### config.mk
export PLATFORM = sky130hd
export DESIGN_NAME = pipelined_cla_addsub
export DESIGN_NICKNAME = d
export VERILOG_FILES = /design/src/rtl/alu_pkg.sv /design/src/rtl/cla_slice.sv /design/src/rtl/pipelined_cla_addsub.sv
export SDC_FILE = /design/constraint.sdc
export NUM_CORES = 1
export LEC_CHECK = 0
export CAP_MARGIN = 10
export CELL_PAD_IN_SITES_DETAIL_PLACEMENT = 0
export CELL_PAD_IN_SITES_GLOBAL_PLACEMENT = 2
export CORE_MARGIN = 5
export CORE_UTILIZATION = 27
export CTS_CLUSTER_SIZE = 16
export DETAILED_ROUTE_END_ITERATION = 7
export PLACE_DENSITY_LB_ADDON = 0.25
export SYNTH_ARGS = -nofsm -noshare
export SYNTH_HDL_FRONTEND = slang
export SYNTH_SLANG_ARGS = --single-unit
### constraint.sdc
create_clock -name clk -period 1.6 [get_ports clk]
set_input_delay 0.48 -clock clk [delete_from_list [all_inputs] [get_ports clk]]
set_output_delay 0.48 -clock clk [all_outputs]
set_load 0.05 [all_outputs]
### src/rtl/alu_pkg.sv
// Shared ALU definitions: slice default, flag-vector layout and operation mode encoding.
package alu_pkg;

  localparam int unsigned SliceDefault = 4;

  // Flag-vector bit positions.
  localparam int unsigned FlagC    = 0;
  localparam int unsigned FlagV    = 1;
  localparam int unsigned FlagZ    = 2;
  localparam int unsigned FlagN    = 3;
  localparam int unsigned NumFlags = 4;

  typedef enum logic {
    ALU_ADD = 1'b0,
    ALU_SUB = 1'b1
  } alu_mode_e;

endpackage

### src/rtl/cla_slice.sv
// Combinational carry-lookahead slice; also exports the carry into its MSB for overflow detection.
module cla_slice
  import alu_pkg::*;
#(
  parameter int unsigned SLICE = SliceDefault
) (
  input  logic [SLICE-1:0] a,
  input  logic [SLICE-1:0] b,
  input  logic             c_in,
  output logic [SLICE-1:0] sum,
  output logic             c_out,
  output logic             c_msb
);

  logic [SLICE-1:0] g;
  logic [SLICE-1:0] p;
  logic [SLICE:0]   carry;
  logic             acc;
  logic             term;

  assign g = a & b;
  assign p = a | b;

  // Flattened lookahead: carry[i] = c_in & p[0..i-1] | OR_j (g[j] & p[j+1..i-1]).
  always_comb begin
    carry = '0;
    acc   = 1'b0;
    term  = 1'b0;
    for (int unsigned i = 0; i <= SLICE; i++) begin
      acc = c_in;
      for (int unsigned j = 0; j < i; j++) begin
        acc = acc & p[j];
      end
      for (int unsigned j = 0; j < i; j++) begin
        term = g[j];
        for (int unsigned m = j + 1; m < i; m++) begin
          term = term & p[m];
        end
        acc = acc | term;
      end
      carry[i] = acc;
    end
  end

  assign sum   = a ^ b ^ carry[SLICE-1:0];
  assign c_out = carry[SLICE];
  assign c_msb = carry[SLICE-1];

endmodule

### src/rtl/pipelined_cla_addsub.sv
// Pipelined carry-lookahead adder/subtractor: one lookahead slice per stage, registered
// inter-slice carry, skewed upper operands, registered result and flags, valid/ready flow.
module pipelined_cla_addsub
  import alu_pkg::*;
#(
  parameter int unsigned WIDTH = 8,
  parameter int unsigned SLICE = SliceDefault
) (
  input  logic             clk,
  input  logic             rst_n,
  input  logic             in_valid,
  output logic             in_ready,
  input  logic [WIDTH-1:0] a,
  input  logic [WIDTH-1:0] b,
  input  logic             c_in,
  input  logic             sub,
  output logic             out_valid,
  input  logic             out_ready,
  output logic [WIDTH-1:0] sum,
  output logic             c_out,
  output logic             overflow,
  output logic             zero,
  output logic             negative
);

  localparam int unsigned STAGES = WIDTH / SLICE;

  logic             adv;
  logic             take;
  logic [WIDTH-1:0] b_adj;

  // The whole pipeline moves in lockstep; a stalled output freezes every stage.
  assign adv      = !out_valid || out_ready;
  assign in_ready = adv;
  assign take     = in_valid && adv;
  assign b_adj    = (alu_mode_e'(sub) == ALU_SUB) ? ~b : b;

  for (genvar k = 0; k < STAGES; k++) begin : g_stage
    // Operand bits still to be consumed: slice k at the bottom, later slices above it.
    localparam int unsigned OpW = WIDTH - k * SLICE;

    logic [OpW-1:0]         op_a;
    logic [OpW-1:0]         op_b;
    logic                   c_prev;
    logic                   v_prev;
    logic [SLICE-1:0]       slice_sum;
    logic                   slice_c;
    logic                   slice_cm;
    logic [(k+1)*SLICE-1:0] sum_next;
    logic [(k+1)*SLICE-1:0] sum_q;
    logic                   valid_q;

    if (k == 0) begin : g_first
      assign op_a     = a;
      assign op_b     = b_adj;
      assign c_prev   = c_in;
      assign v_prev   = take;
      assign sum_next = slice_sum;
    end else begin : g_next
      assign op_a     = g_stage[k-1].g_fwd.a_q;
      assign op_b     = g_stage[k-1].g_fwd.b_q;
      assign c_prev   = g_stage[k-1].g_fwd.carry_q;
      assign v_prev   = g_stage[k-1].valid_q;
      assign sum_next = {slice_sum, g_stage[k-1].sum_q};
    end

    cla_slice #(
      .SLICE(SLICE)
    ) u_slice (
      .a    (op_a[SLICE-1:0]),
      .b    (op_b[SLICE-1:0]),
      .c_in (c_prev),
      .sum  (slice_sum),
      .c_out(slice_c),
      .c_msb(slice_cm)
    );

    // Stage valid and accumulated low result bits.
    always_ff @(posedge clk or negedge rst_n) begin
      if (!rst_n) begin
        valid_q <= 1'b0;
        sum_q   <= '0;
      end else if (adv) begin
        valid_q <= v_prev;
        sum_q   <= sum_next;
      end
    end

    if (k < STAGES - 1) begin : g_fwd
      logic [OpW-SLICE-1:0] a_q;
      logic [OpW-SLICE-1:0] b_q;
      logic                 carry_q;
      logic                 unused_cm;

      assign unused_cm = slice_cm;

      // Skew the not-yet-used operand slices and carry forward to the next stage.
      always_ff @(posedge clk or negedge rst_n) begin
        if (!rst_n) begin
          a_q     <= '0;
          b_q     <= '0;
          carry_q <= 1'b0;
        end else if (adv) begin
          a_q     <= op_a[OpW-1:SLICE];
          b_q     <= op_b[OpW-1:SLICE];
          carry_q <= slice_c;
        end
      end
    end else begin : g_last
      logic [NumFlags-1:0] flags_q;

      // Status flags are derived from the fully assembled result and registered with it.
      always_ff @(posedge clk or negedge rst_n) begin
        if (!rst_n) begin
          flags_q <= '0;
        end else if (adv) begin
          flags_q[FlagC] <= slice_c;
          flags_q[FlagV] <= slice_cm ^ slice_c;
          flags_q[FlagZ] <= ~|sum_next;
          flags_q[FlagN] <= sum_next[WIDTH-1];
        end
      end
    end
  end

  assign out_valid = g_stage[STAGES-1].valid_q;
  assign sum       = g_stage[STAGES-1].sum_q;
  assign c_out     = g_stage[STAGES-1].g_last.flags_q[FlagC];
  assign overflow  = g_stage[STAGES-1].g_last.flags_q[FlagV];
  assign zero      = g_stage[STAGES-1].g_last.flags_q[FlagZ];
  assign negative  = g_stage[STAGES-1].g_last.flags_q[FlagN];

endmodule

## Word level (Yosys, flattened, before mapping)

Index checks and enable logic that the tools add are counted.

| operators by class | value |
|---|---|
| multiplexer cells | 1 |
| reductions and logical operators | 5 |
| bitwise operators | 50 |

Operators by type and width:

| operator | number |
|---|---|
| AND 1 bit | 20 |
| OR 1 bit | 20 |
| bitwise XOR 4 bit | 4 |
| AND 4 bit | 2 |
| two-way mux 8 bit | 1 |
| inverter 8 bit | 1 |
| OR 4 bit | 2 |
| OR reduction 8 bit | 1 |
| zero test 1 bit | 2 |
| logical AND 1 bit | 1 |
| logical OR 1 bit | 1 |
| bitwise XOR 1 bit | 1 |

| storage, ports and cells | value |
|---|---|
| output and inout bits | 14 |
| register bits after elaboration | 27 |
| logic and storage cells | 64 |

## Depth between registers and ports, before layout

| logic depth | value |
|---|---|
| depth in word-level cells | 11 |
| depth in mapped cells | 9 |
| depth with buffers taken out | 8 |

## Modules after synthesis

Synthesis repeated with hierarchy kept, for this count alone.

| second synthesis, totals | value |
|---|---|
| cell total of the unflattened synthesis | 138 |
| area, all modules | 1680.4 µm² |

By module, submodules not included:

| module | cells an instance | times used | seq. area each (µm²) | area an instance (µm²) |
|---|---|---|---|---|
| pipelined_cla_addsub | 70 | 1 | 650.6 | 1132.3 |
| cla_slice | 34 | 2 | 0.0 | 274.0 |

## Worst setup path before layout

OpenSTA, ideal clock, no wires.

| timing | value |
|---|---|
| path kind | register to output |
| from | register g_stage[1].valid_q, in the netlist out_valid |
| to | output port in_ready |
| data arrival time | 1355 ps |
| setup slack | -235 ps |
| path buffers | 1 |
| cell stages (with the launch flop) | 4 |
| cell sequence | dfrtp_1 > and2b_1 > clkinv_1 > buf_2 |

| on the way | value |
|---|---|
| word-level cells in the longest chain between the ends | 2 |

RTL lines:

| what | line | source |
|---|---|---|
| from (decl) | pipelined_cla_addsub.sv:51 | `logic valid_q;` |
| from (signal assigned) | pipelined_cla_addsub.sv:84 | `valid_q <= v_prev;` |
| zero test 1 bit | pipelined_cla_addsub.sv:33 | `assign adv = !out_valid \|\| out_ready;` |
| logical OR 1 bit | pipelined_cla_addsub.sv:33 |  |
| to (decl) | pipelined_cla_addsub.sv:12 | `output logic in_ready,` |

No other way between the ends.

## Worst setup path in the final report

| timing | value |
|---|---|
| from | register g_stage[0].g_fwd.b_q[0] |
| to | register g_stage[1].g_last.flags_q[1] |

| on the way | value |
|---|---|
| word-level cells in the longest chain between the ends | 10 |
| elaborated cells between the ends (all ways) | 17 |

RTL lines:

| what | line | source |
|---|---|---|
| from (decl) | pipelined_cla_addsub.sv:91 | `logic [OpW-SLICE-1:0] b_q;` |
| from (signal assigned) | pipelined_cla_addsub.sv:105 | `b_q <= op_b[OpW-1:SLICE];` |
| OR 4 bit | cla_slice.sv:22 | `assign p = a \| b;` |
| AND 1 bit (4 in series) | cla_slice.sv:32 | `acc = acc & p[j];` |
| OR 1 bit (4 in series) | cla_slice.sv:39 | `acc = acc \| term;` |
| bitwise XOR 1 bit (*) | pipelined_cla_addsub.sv:118 | `flags_q[FlagV] <= slice_cm ^ slice_c;` |
| to (signal, indexed assignment) | pipelined_cla_addsub.sv:118 |  |
| to (signal, indexed assignment) | pipelined_cla_addsub.sv:119 | `flags_q[FlagZ] <= ~\|sum_next;` |
| to (signal, indexed assignment) | pipelined_cla_addsub.sv:120 | `flags_q[FlagN] <= sum_next[WIDTH-1];` |
| to (decl) | pipelined_cla_addsub.sv:110 | `logic [NumFlags-1:0] flags_q;` |

Mark *: on every way between the ends. The rest lies on a longest branch, timed or not.
A chain may end at the register's enable or synchronous reset.

==> run metrics <==
status finished, violations left; violated checks setup timing; CTS tree yes; DR pass1 iterations 4; Min Hold Slack about 0.47 ns; Slew @ Worst Pin 0.352 ns; count of final hold-check violations 0; crit path kind reg -> reg; placed cells between 200 and 300; initial antenna violation count 0; Synth area leader dfrtp_1; Simple-Gate Fraction of Synth Area between 10% and 20%; most common cell after layout, fill and taps aside nand2_1; peak supply drop between 0.4 and 0.5 mV; post-synth net total roughly 200; pwr dens about 1300 nW/µm²; flops & latches, synth 26; die area 7120 µm²; Die Y about 84 µm; CP Launch Type flip-flop; clock skew between 0.001 and 0.0015 ns; Bufs on Longest Clock Path 2; met1 WL 1.41 mm; WP data arrival between 1.5 and 2 ns; reg-to-reg slack, setup -0.02 ns; Nets 253; Compound-Gate Fraction of Synth Area 9.47%; Core Box Area 5440 µm²; worst setup path startpoint g_stage[0].g_fwd.b_q[0]; FF-to-FF End g_stage[1].g_last.flags_q[1]; Final Critical Period approximately 1.6 ns; multiplexer area fraction after synthesis between 1.5 and 2%; ANT cells 0; Die Width ~84 µm; setup violators final 2; crit-path cells inv_2, ha_4, nor3b_2, nor3_2, o21ba_4, or3b_1, a21oi_2; synthesis-to-finish area growth 60.3%; vias in the first global route 1307; WL final between 3 and 4 mm; Clock Latency Late Sink roughly 0.27 ns; Worst Path Buf+Inv 1; Pleak around 1.1 nW; share of layout cells above drive strength 1 around a third; commonest cells after routing, fill and taps aside 32 x nand2_1, 25 x dfrtp_1, 22 x buf_4, 14 x clkdlybuf4s50_1, 13 x buf_12; register area 652 µm²; Final period util 101%; vias 1184; DRC 0; clock slew at reported path FFs about 0.090 ns; Slew headroom 76.5%; Max Used Layer met4; post-DR wirelength/cell ~12 µm; unrepaired setup endpoints after global routing true; CP Depth 7; starting density of the core 27.4%; total track usage under 10%; Routed Antenna Nets 0; Distinct cells, synth 27; Seq/Total Area, Yosys between 40% and 50%; site row count 27; top cell type's share of synthesized area between 40% and 50%; grt ovf 0; GP Congestion 0.733; Critical Path End Type flip-flop; Worst EP required roughly 1.8 ns; # H-tree levels 1; maximum fanout along the worst path 3; Via density 4.17; Max Slew Vio Count 0; R2R Path Start g_stage[0].g_fwd.b_q[0]; top cells by area, synth dfrtp_1 44%, ha_1 13%, nand2_1 8.0%; routed length on met2 around 1.7 mm; Clock Root Buffer clkbuf_8; met3 WL between 100 and 150 µm; multi-input logic area just under 900 µm²; Sum Neg Setup Slack -0.0304 ns; Post-Synth XOR/XNOR Area ~7.6%; Synth warnings 0; first-pass GRT wire length 5.77 mm; Adder-Cell Fraction of Synth Area 16.1%; Final Instance Area 2390 µm²; fin worst setup slack -0.0240 ns; largest family of logic cells by synthesized area adder cells; Worst R2R Path Depth 7; largest net degree at the start of global routing 27; HP Class reg -> reg; Num Clock Sinks 26; DP HPWL approximately 2.6 mm; crit path capture g_stage[1].g_last.flags_q[1]; Starting DRT DRC Count 11; Fill cells 550; final cell count without fillers 284; Mapped Area 1490 µm²; IO Count 36; Fmax 616 MHz; family with the most delay on the worst path simple AND/OR/NAND/NOR gates; PortBufs 35; Num CTS Buffers 3; max cap viols 0; critical path's slowest cell dfrtp_1; pre-CTS setup slack -0.694 ns; crit-path max cell delay about 0.40 ns; syn avg cell area around 9.5 µm²; Placed Area approximately 2200 µm²; Gate Count Post-Synth roughly 160
## Yosys cell counts (all sizes together)
library cell  count
xnor2             5
o21a              2
fa                2
o21ai             9
a21oi             7
nand3             1
buf               3
xor2              8
nor2              7
nand2            32
o31ai             2
clkbuf            3
ha               16
nand2b            1
nor3b             1
nor2b             2
o21bai            2
o21ba             1
or3b              1
mux2              2
and2b             1
nor3              4
clkinv            1
inv              18
dfrtp            26
## sequential cells by signal, indices dropped and copies added, names as in the netlist
signal / flops
g_stage.g_fwd.a_q: 4
g_stage.g_fwd.b_q: 4
g_stage.g_fwd.carry_q: 1
g_stage.g_last.flags_q: 3
g_stage.sum_q: 4
g_stage.valid_q: 1
out_valid: 1
sum: 8
## what timing repair did
action	4_1_cts	5_1_grt
buffers inserted	3	1
setup endpoints to repair	12	8
gates cloned	0	0
hold buffers	0	0
resized for setup	35	12
pin swaps	7	3
endpoints found under the hold margin	0	0
## metrics by stage
step / utilization, % / power (mW)
after CTS: 43.0 / 3.07
after floorplan: - / 1.79
after detailed placement: 40.2 / 2.59
final: 44.0 / 3.07
after global placement: 40.2 / 2.57
after global routing: 44.0 / 3.26
## worst register-to-register path: stages (launching register included)
cell and delay (ns):
dfrtp_1 0.40, inv_2 0.07, ha_4 0.15, nor3b_2 0.17, nor3_2 0.08, o21ba_4 0.21, or3b_1 0.36, a21oi_2 0.12
## power by group
| part | leakage, nW | internal, mW | total, mW | switching (mW) |
|---|---|---|---|---|
| clock network | 0.0228 | 0.178 | 0.387 | 0.209 |
| logic | 0.817 | 0.854 | 1.68 | 0.828 |
| registers | 0.308 | 0.827 | 0.999 | 0.172 |
| total | 1.15 | 1.86 | 3.07 | 1.21 |
## layout make-up
type / instances / area share [%]
tap: 72 / 3.77
timing repair buffer: 57 / 26.9
clock buffer: 4 / 1.88
multi-input combinational: 106 / 37.0
inverter: 19 / 3.19
sequential: 26 / 27.2
## per-layer routing
metal / global-route usage [%] / vias to the layer above
met5: 0 / -
met4: 3.02 / 0
met3: 1.86 / 4
met2: 18.2 / 20
met1: 11.6 / 560
li1: - / 600
## worst min path at each step
| stage | endpoint | slack [ns] | depth (start not counted) | from |
|---|---|---|---|---|
| after global routing | g_stage[0].valid_q | 0.51 | 2 | g_stage[0].valid_q |
| after floorplan | g_stage[0].g_fwd.a_q[0] | 0.18 | 0 | rst_n |
| final | g_stage[0].valid_q | 0.47 | 2 | g_stage[0].valid_q |
| after CTS | g_stage[0].valid_q | 0.47 | 2 | g_stage[0].valid_q |
| after detailed placement | g_stage[0].valid_q | 0.45 | 2 | g_stage[0].valid_q |
| after global placement | out_valid | 0.44 | 1 | g_stage[0].valid_q |
## logic make-up after synthesis
kind of cell / count (synthesis)
compound gates: 23
xor+xnor: 13
fa+ha+maj: 18
buf+inv: 25
flops: 26
mux: 2
simple gates: 50
Power figures use the tool's default switching activity.
